$ cat src/rtl/mod10_mon_pkg.sv
// Shared types and helpers for the decade counter monitor.
// Optional build macro consumed by the top: MOD10_MON_STICKY_ERR_EN.
package mod10_mon_pkg;

   localparam int unsigned MOD_DEFAULT = 10;
   localparam int unsigned NM_W        = 16;

   typedef enum logic [1:0] {
      HUNT   = 2'd0,
      LOCKED = 2'd1,
      FAULT  = 2'd2
   } state_t;

   // Successor of value in a modulo-mod sequence; wraps mod-1 back to zero.
   function automatic logic [NM_W-1:0] next_mod(input logic [NM_W-1:0] value,
                                                input logic [NM_W-1:0] mod);
      logic [NM_W-1:0] res;
      res = value + NM_W'(1);
      if (value == mod - NM_W'(1)) begin
         res = '0;
      end
      return res;
   endfunction

endpackage

$ cat src/rtl/sat_counter.sv
// Saturating up-counter with synchronous active-low clear.
module sat_counter #(
   parameter int unsigned W = 8
) (
   input  logic         clk,
   input  logic         clr_n,
   input  logic         inc,
   output logic [W-1:0] count
);

   always_ff @(posedge clk) begin
      if (!clr_n) begin
         count <= '0;
      end else if (inc && (count != {W{1'b1}})) begin
         count <= count + W'(1);
      end
   end

endmodule

$ cat src/rtl/mod_10_count_monitor.sv
// Receive-side checker for a decade counter bus: lock tracking, error and wrap reporting.
// Build option: define MOD10_MON_STICKY_ERR_EN to make err a level held until reset.
module mod_10_count_monitor
   import mod10_mon_pkg::*;
#(
   parameter int unsigned MOD      = MOD_DEFAULT,
   parameter int unsigned CNT_W    = 4,
   parameter int unsigned LOCK_LEN = 3,
   parameter int unsigned ERR_W    = 8,
   parameter int unsigned DEC_W    = 8
) (
   input  logic             clk,
   input  logic             rst,
   input  logic             enable,
   input  logic [CNT_W-1:0] count_in,
   output logic             locked,
   output logic             err,
   output logic [ERR_W-1:0] err_count,
   output logic             wrap,
   output logic [DEC_W-1:0] decade_count
);

   localparam int unsigned MC_W = 4;

   state_t           state;
   state_t           state_nxt;
   logic [MC_W-1:0]  match_cnt;
   logic [MC_W-1:0]  match_cnt_nxt;
   logic [CNT_W-1:0] prev;
   logic             en_d;
   logic [CNT_W-1:0] exp_c;
   logic             legal_c;
   logic             match_c;
   logic             err_c;
   logic             wrap_c;

   // Expected sample models the counter's one-clock update latency.
   always_comb begin
      exp_c = prev;
      if (en_d) begin
         exp_c = CNT_W'(next_mod(NM_W'(prev), NM_W'(MOD)));
      end
   end

   assign legal_c = ({1'b0, count_in} < (CNT_W+1)'(MOD));
   assign match_c = legal_c && (count_in == exp_c);

   // State register.
   always_ff @(posedge clk) begin
      if (!rst) begin
         state     <= HUNT;
         match_cnt <= '0;
      end else begin
         state     <= state_nxt;
         match_cnt <= match_cnt_nxt;
      end
   end

   // Next-state and event decode; a mismatch suppresses any wrap on the same sample.
   always_comb begin
      state_nxt     = state;
      match_cnt_nxt = match_cnt;
      err_c         = 1'b0;
      wrap_c        = 1'b0;
      case (state)
         HUNT: begin
            if (match_c) begin
               if (match_cnt == MC_W'(LOCK_LEN - 1)) begin
                  state_nxt     = LOCKED;
                  match_cnt_nxt = '0;
               end else begin
                  match_cnt_nxt = match_cnt + MC_W'(1);
               end
            end else begin
               match_cnt_nxt = '0;
            end
         end
         LOCKED: begin
            if (!match_c) begin
               state_nxt = FAULT;
               err_c     = 1'b1;
            end else if (en_d && (prev == CNT_W'(MOD - 1)) && (count_in == '0)) begin
               wrap_c = 1'b1;
            end
         end
         FAULT: begin
            state_nxt     = HUNT;
            match_cnt_nxt = '0;
         end
         default: begin
            state_nxt     = HUNT;
            match_cnt_nxt = '0;
         end
      endcase
   end

   // Sample history and registered status outputs.
   always_ff @(posedge clk) begin
      if (!rst) begin
         prev         <= '0;
         en_d         <= 1'b0;
         locked       <= 1'b0;
         err          <= 1'b0;
         wrap         <= 1'b0;
         decade_count <= '0;
      end else begin
         prev   <= count_in;
         en_d   <= enable;
         locked <= (state_nxt == LOCKED);
         wrap   <= wrap_c;
`ifdef MOD10_MON_STICKY_ERR_EN
         err    <= err | err_c;
`else
         err    <= err_c;
`endif
         if (wrap_c) begin
            decade_count <= decade_count + DEC_W'(1);
         end
      end
   end

   sat_counter #(
      .W (ERR_W)
   ) u_err_cnt (
      .clk   (clk),
      .clr_n (rst),
      .inc   (err_c),
      .count (err_count)
   );

endmodule

$ cat config.mk
export PLATFORM = sky130hd
export DESIGN_NAME = mod_10_count_monitor
export DESIGN_NICKNAME = d
export VERILOG_FILES = /design/src/rtl/mod10_mon_pkg.sv /design/src/rtl/sat_counter.sv /design/src/rtl/mod_10_count_monitor.sv
export SDC_FILE = /design/constraint.sdc
export NUM_CORES = 1
export LEC_CHECK = 0
export ABC_AREA = 0
export CORE_ASPECT_RATIO = 0.5
export CORE_MARGIN = 2
export CORE_UTILIZATION = 51
export CTS_CLUSTER_DIAMETER = 60
export CTS_CLUSTER_SIZE = 24
export DETAILED_ROUTE_END_ITERATION = 10
export HOLD_SLACK_MARGIN = 0.06
export PLACE_DENSITY = 0.83
export SYNTH_ARGS = -nofsm -noshare
export SYNTH_HDL_FRONTEND = slang
export SYNTH_SLANG_ARGS = --single-unit
$ cat constraint.sdc
create_clock -name clk -period 2.5 [get_ports clk]
set_input_delay 0.5 -clock clk [delete_from_list [all_inputs] [get_ports clk]]
set_output_delay 0.5 -clock clk [all_outputs]
set_load 0.01 [all_outputs]
==> results of run 1 <==
worst paths after layout:
check	startpoint	cells after the start	endpoint	slack (ns)
hold / removal	u_err_cnt.count[7]	2	u_err_cnt.count[7]	0.48
hold reg to reg	u_err_cnt.count[7]	2	u_err_cnt.count[7]	0.48
setup / recovery	count_in[2]	7	u_err_cnt.count[3]	0.27
setup reg to reg	prev[2]	6	u_err_cnt.count[3]	0.44
report_power, final:
group | total [W] | internal, W | switching, W
combinational | 0.0000616 | 0.0000299 | 0.0000317
sequential | 0.000488 | 0.000483 | 0.00000528
clock | 0.000401 | 0.000222 | 0.000179
total | 0.000951 | 0.000734 | 0.000216
logic make-up after synthesis:
| family | after synthesis | synth area share, % |
|---|---|---|
| AND/OR/NAND/NOR | 81 | 30.80 |
| flip-flops | 30 | 41.42 |
| AO/OA/AOI/OAI | 27 | 12.51 |
| buffers and inverters | 12 | 3.279 |
| XOR/XNOR | 8 | 5.781 |
| multiplexers | 4 | 2.761 |
| adder cells (fa/ha/maj) | 4 | 3.451 |
worst min-delay path: cells and delay by family, from the launching register on:
family,cells,cell delay (ns)
flops,1,0.32
mux,1,0.05
simple gates,1,0.05
per-layer routing:
| layer | up-vias | share of wire (%) | GRT usage (%) |
|---|---|---|---|
| met3 | 4 | 6.0 | 9.565 |
| met4 | 0 | 0.83 | 6.897 |
| met5 | - | 0 | 0 |
| met1 | 634 | 48 | 27.12 |
| met2 | 48 | 45 | 32.71 |
| li1 | 662 | - | - |
metrics by stage:
stage          total power [W]  utilization [%]  setup slack (ns)
2_1_floorplan        0.0005366                -            0.6380
3_3_place_gp         0.0005577            66.49           0.09570
3_5_place_dp         0.0005595            66.49           0.02312
4_1_cts              0.0009609            69.94            0.3236
5_1_grt              0.0009930            69.94            0.2156
6_report             0.0009507            69.94            0.2717
state kept, by name, summed over array words and instances, names as in the netlist:
signal,count
wrap,1
state,2
match_cnt,4
locked,1
en_d,1
prev,4
err,1
decade_count,8
u_err_cnt.count,8
final cells by class:
| class | count | area share (%) |
|---|---|---|
| repair buffers | 30 | 15.52 |
| flip-flops and latches | 30 | 32.39 |
| multi-input cells | 124 | 43.25 |
| clock inverters | 1 | 0.2699 |
| well taps | 37 | 2.497 |
| inverters | 7 | 1.417 |
| clock buffers | 7 | 4.656 |
synth_stat cells (4+ instances only):
cell type / n / share of area (%)
sky130_fd_sc_hd__dfxtp_1: 30 / 41
sky130_fd_sc_hd__inv_1: 7 / 1.8
sky130_fd_sc_hd__o21ai_0: 5 / 1.7
sky130_fd_sc_hd__nor3_1: 7 / 2.4
sky130_fd_sc_hd__nor4_1: 5 / 2.2
sky130_fd_sc_hd__xor2_1: 4 / 2.4
sky130_fd_sc_hd__nand3_1: 12 / 4.1
sky130_fd_sc_hd__ha_1: 4 / 3.5
sky130_fd_sc_hd__and2_1: 6 / 2.6
sky130_fd_sc_hd__mux2i_1: 4 / 2.8
sky130_fd_sc_hd__nand2_1: 13 / 3.4
sky130_fd_sc_hd__a21oi_1: 11 / 3.8
sky130_fd_sc_hd__nor2_1: 14 / 3.6
sky130_fd_sc_hd__nor2b_1: 4 / 1.7
==> metrics list, run 1 <==
* Slew @ Worst Pin: 0.6663 ns
- The initial utilization of the core area, before any placement, comes to between 50% and 60%.
* Clock latency at the later pin of the worst-skew pair: 0.28 ns
- Count of TritonRoute iterations in the first routing pass: 4
* Clock net sink count: 30
- Sequential cells were found to cover 41.42% of the synthesized design area.
- Vias after detailed routing: 1348
- Count of placed standard cells in the final layout, fillers left out: 236
- In this run the horizontal extent of the chip is 79.41 µm.
- Standard-cell rows: 13
* Fin crit share: 89.13%
- The post-route netlist has 8.543% of its cells at a drive strength greater than 1.
- Most frequent cell on the critical path: sky130_fd_sc_hd__xor2_1
- After synthesis, the mean cell area works out to just under 9 µm².
- When the netlist entered floorplanning its net count stood at 177.
- Measured along the y axis, the die boundary spans 41.71 µm.
- Cell area after layout: 0.001854 mm²
- The synthesized design contains 30 register bits.
* Number of primary I/O pins: 26
- For this run, the total global-route usage over all layers was measured as 21.36%.
- Post-CTS setup-driven buffer insertion count: 0
- In this run the clock root is driven by a sky130_fd_sc_hd__clkbuf_8.
- Final weighted congestion of routability-driven global placement: 0.8721
- Min Tclk post-route: roughly 2.2 ns
- Cells traversed along the worst timing path: clkdlybuf4s50_1 > xor2_1 > xor2_1 > o22ai_1 > o211a_4 > or4_1 > a21oi_1
- Registers take approximately 600 µm².
* Ys async rst share: 0%
* Hold WC Path Type: register to register
- In this run the tightest slew margin relative to its limit is 55.53%.
* Number of flops mapped to enable cells by yosys: 0
* Signal arrival time at the worst endpoint: 2.44 ns
- The repair_antennas step left the layout with diodes totalling 0.
- Timing would allow up to 448.8 MHz.
* Critical path endpoint category: register
- Data on the critical path is required at its endpoint by about 2.7 ns.
- Total count of hold-check failures in the final report: 0
- In this run, post-CTS hold repair placed 0 buffers.
- Entering global routing, the biggest net connects 22 pins.
* Result of the run: finished clean
* PostCTS Resize Cnt: 0
* Total negative slack for setup checks: 0 ns
- The cell area that synthesis handed to floorplanning was 0.001450 mm².
- In this run, CTS created clock tree buffers numbering 5.
* Worst setup path class: input port to register
- Worst Hold Margin: 0.4779 ns
- Post-detailed-route count of antenna-violating nets: 0
- In this run the worst path has a maximum fanout of 8.
- The number of buffers and inverters on the critical path is 1.
- Counting tap cells, the placed design contains a total of around 230 instances.
- Setup repair after global routing missed its margin: false
* Number of buffers inserted by port buffering: 25
- Net count of the finished layout: between 200 and 250
- Post-detailed-routing wire length: approximately 3100 µm
* Delay of the slowest cell on the worst path: approximately 0.52 ns
- The library cell used most frequently in the layout, excluding fill and tap cells, is sky130_fd_sc_hd__dfxtp_1.
* Max-cap viol count: 0
* TritonCTS clock tree: built
- For this run the aggregate overflow at the end of global routing stands at 0.
- Multi-input gate area: 802.0 µm²
- STA classifies the critical path startpoint as an input port.
- Once placement finished, the instance area stood at 0.001763 mm².
* Cell at the slowest stage of the critical path: sky130_fd_sc_hd__clkdlybuf4s50_1
* Largest delay contributor family on the critical path: buffers and inverters
- In this run, the number of DRC markers left after iteration 0 of detailed routing was about 90.
- Clock-pin slew was measured on the worst setup and hold paths at 0.06 ns.
- For this run, the number of Yosys warnings is 0.
- Average wire per standard cell: 13.20 µm
- Area overhead of the layout relative to synthesis: 27.87%
- Wire length of the first global-routing pass: 5395 µm
* Via count of the first global-routing pass: 1222
- H-Tree Depth: 2
- IR analysis of the VDD net gives a maximum drop of 0.2683 mV.
- In this run the static leakage power is 0.6620 nW.
* Number of antenna violations at the first check in global routing: 0
- The longest clock path from root to sink contains 2 buffers.
- The number of max-slew violations in the final report was 0.
- After detailed routing, the number of vias per cell comes to ~5.7.
- For this run, design rule violations remaining after detail routing come to 0.
- After filler insertion, the fill cell instance count of the layout stands at 211.
* Number of endpoints failing setup at the final stage: 0
- The die covers roughly 0.0033 mm².
* Fin Clk Skew: 0.004386 ns
* Prevailing post-synth register cell: sky130_fd_sc_hd__dfxtp_1
- Cells after synthesis: about 170
- Count of different cell masters after synthesis: 38
* Power per Cell Area: 512.7 mW/mm²
* Standard cell core area: 0.002651 mm²
- Summed over all nets, the half-perimeter wirelength after detailed placement is 2185 µm.
- The library cells used most frequently in the layout, excluding fill and tap cells, are 30 x sky130_fd_sc_hd__dfxtp_1, 25 x sky130_fd_sc_hd__clkdlybuf4s50_1, 14 x sky130_fd_sc_hd__nor2_1.
(Power assumes the default switching activity.)
==> run 2: changes to the inputs <==
Settings changed: CTS_CLUSTER_DIAMETER 60 to not set.
==> results of run 2 <==
Final layout, timing and power as in run 1 (identical DEF).
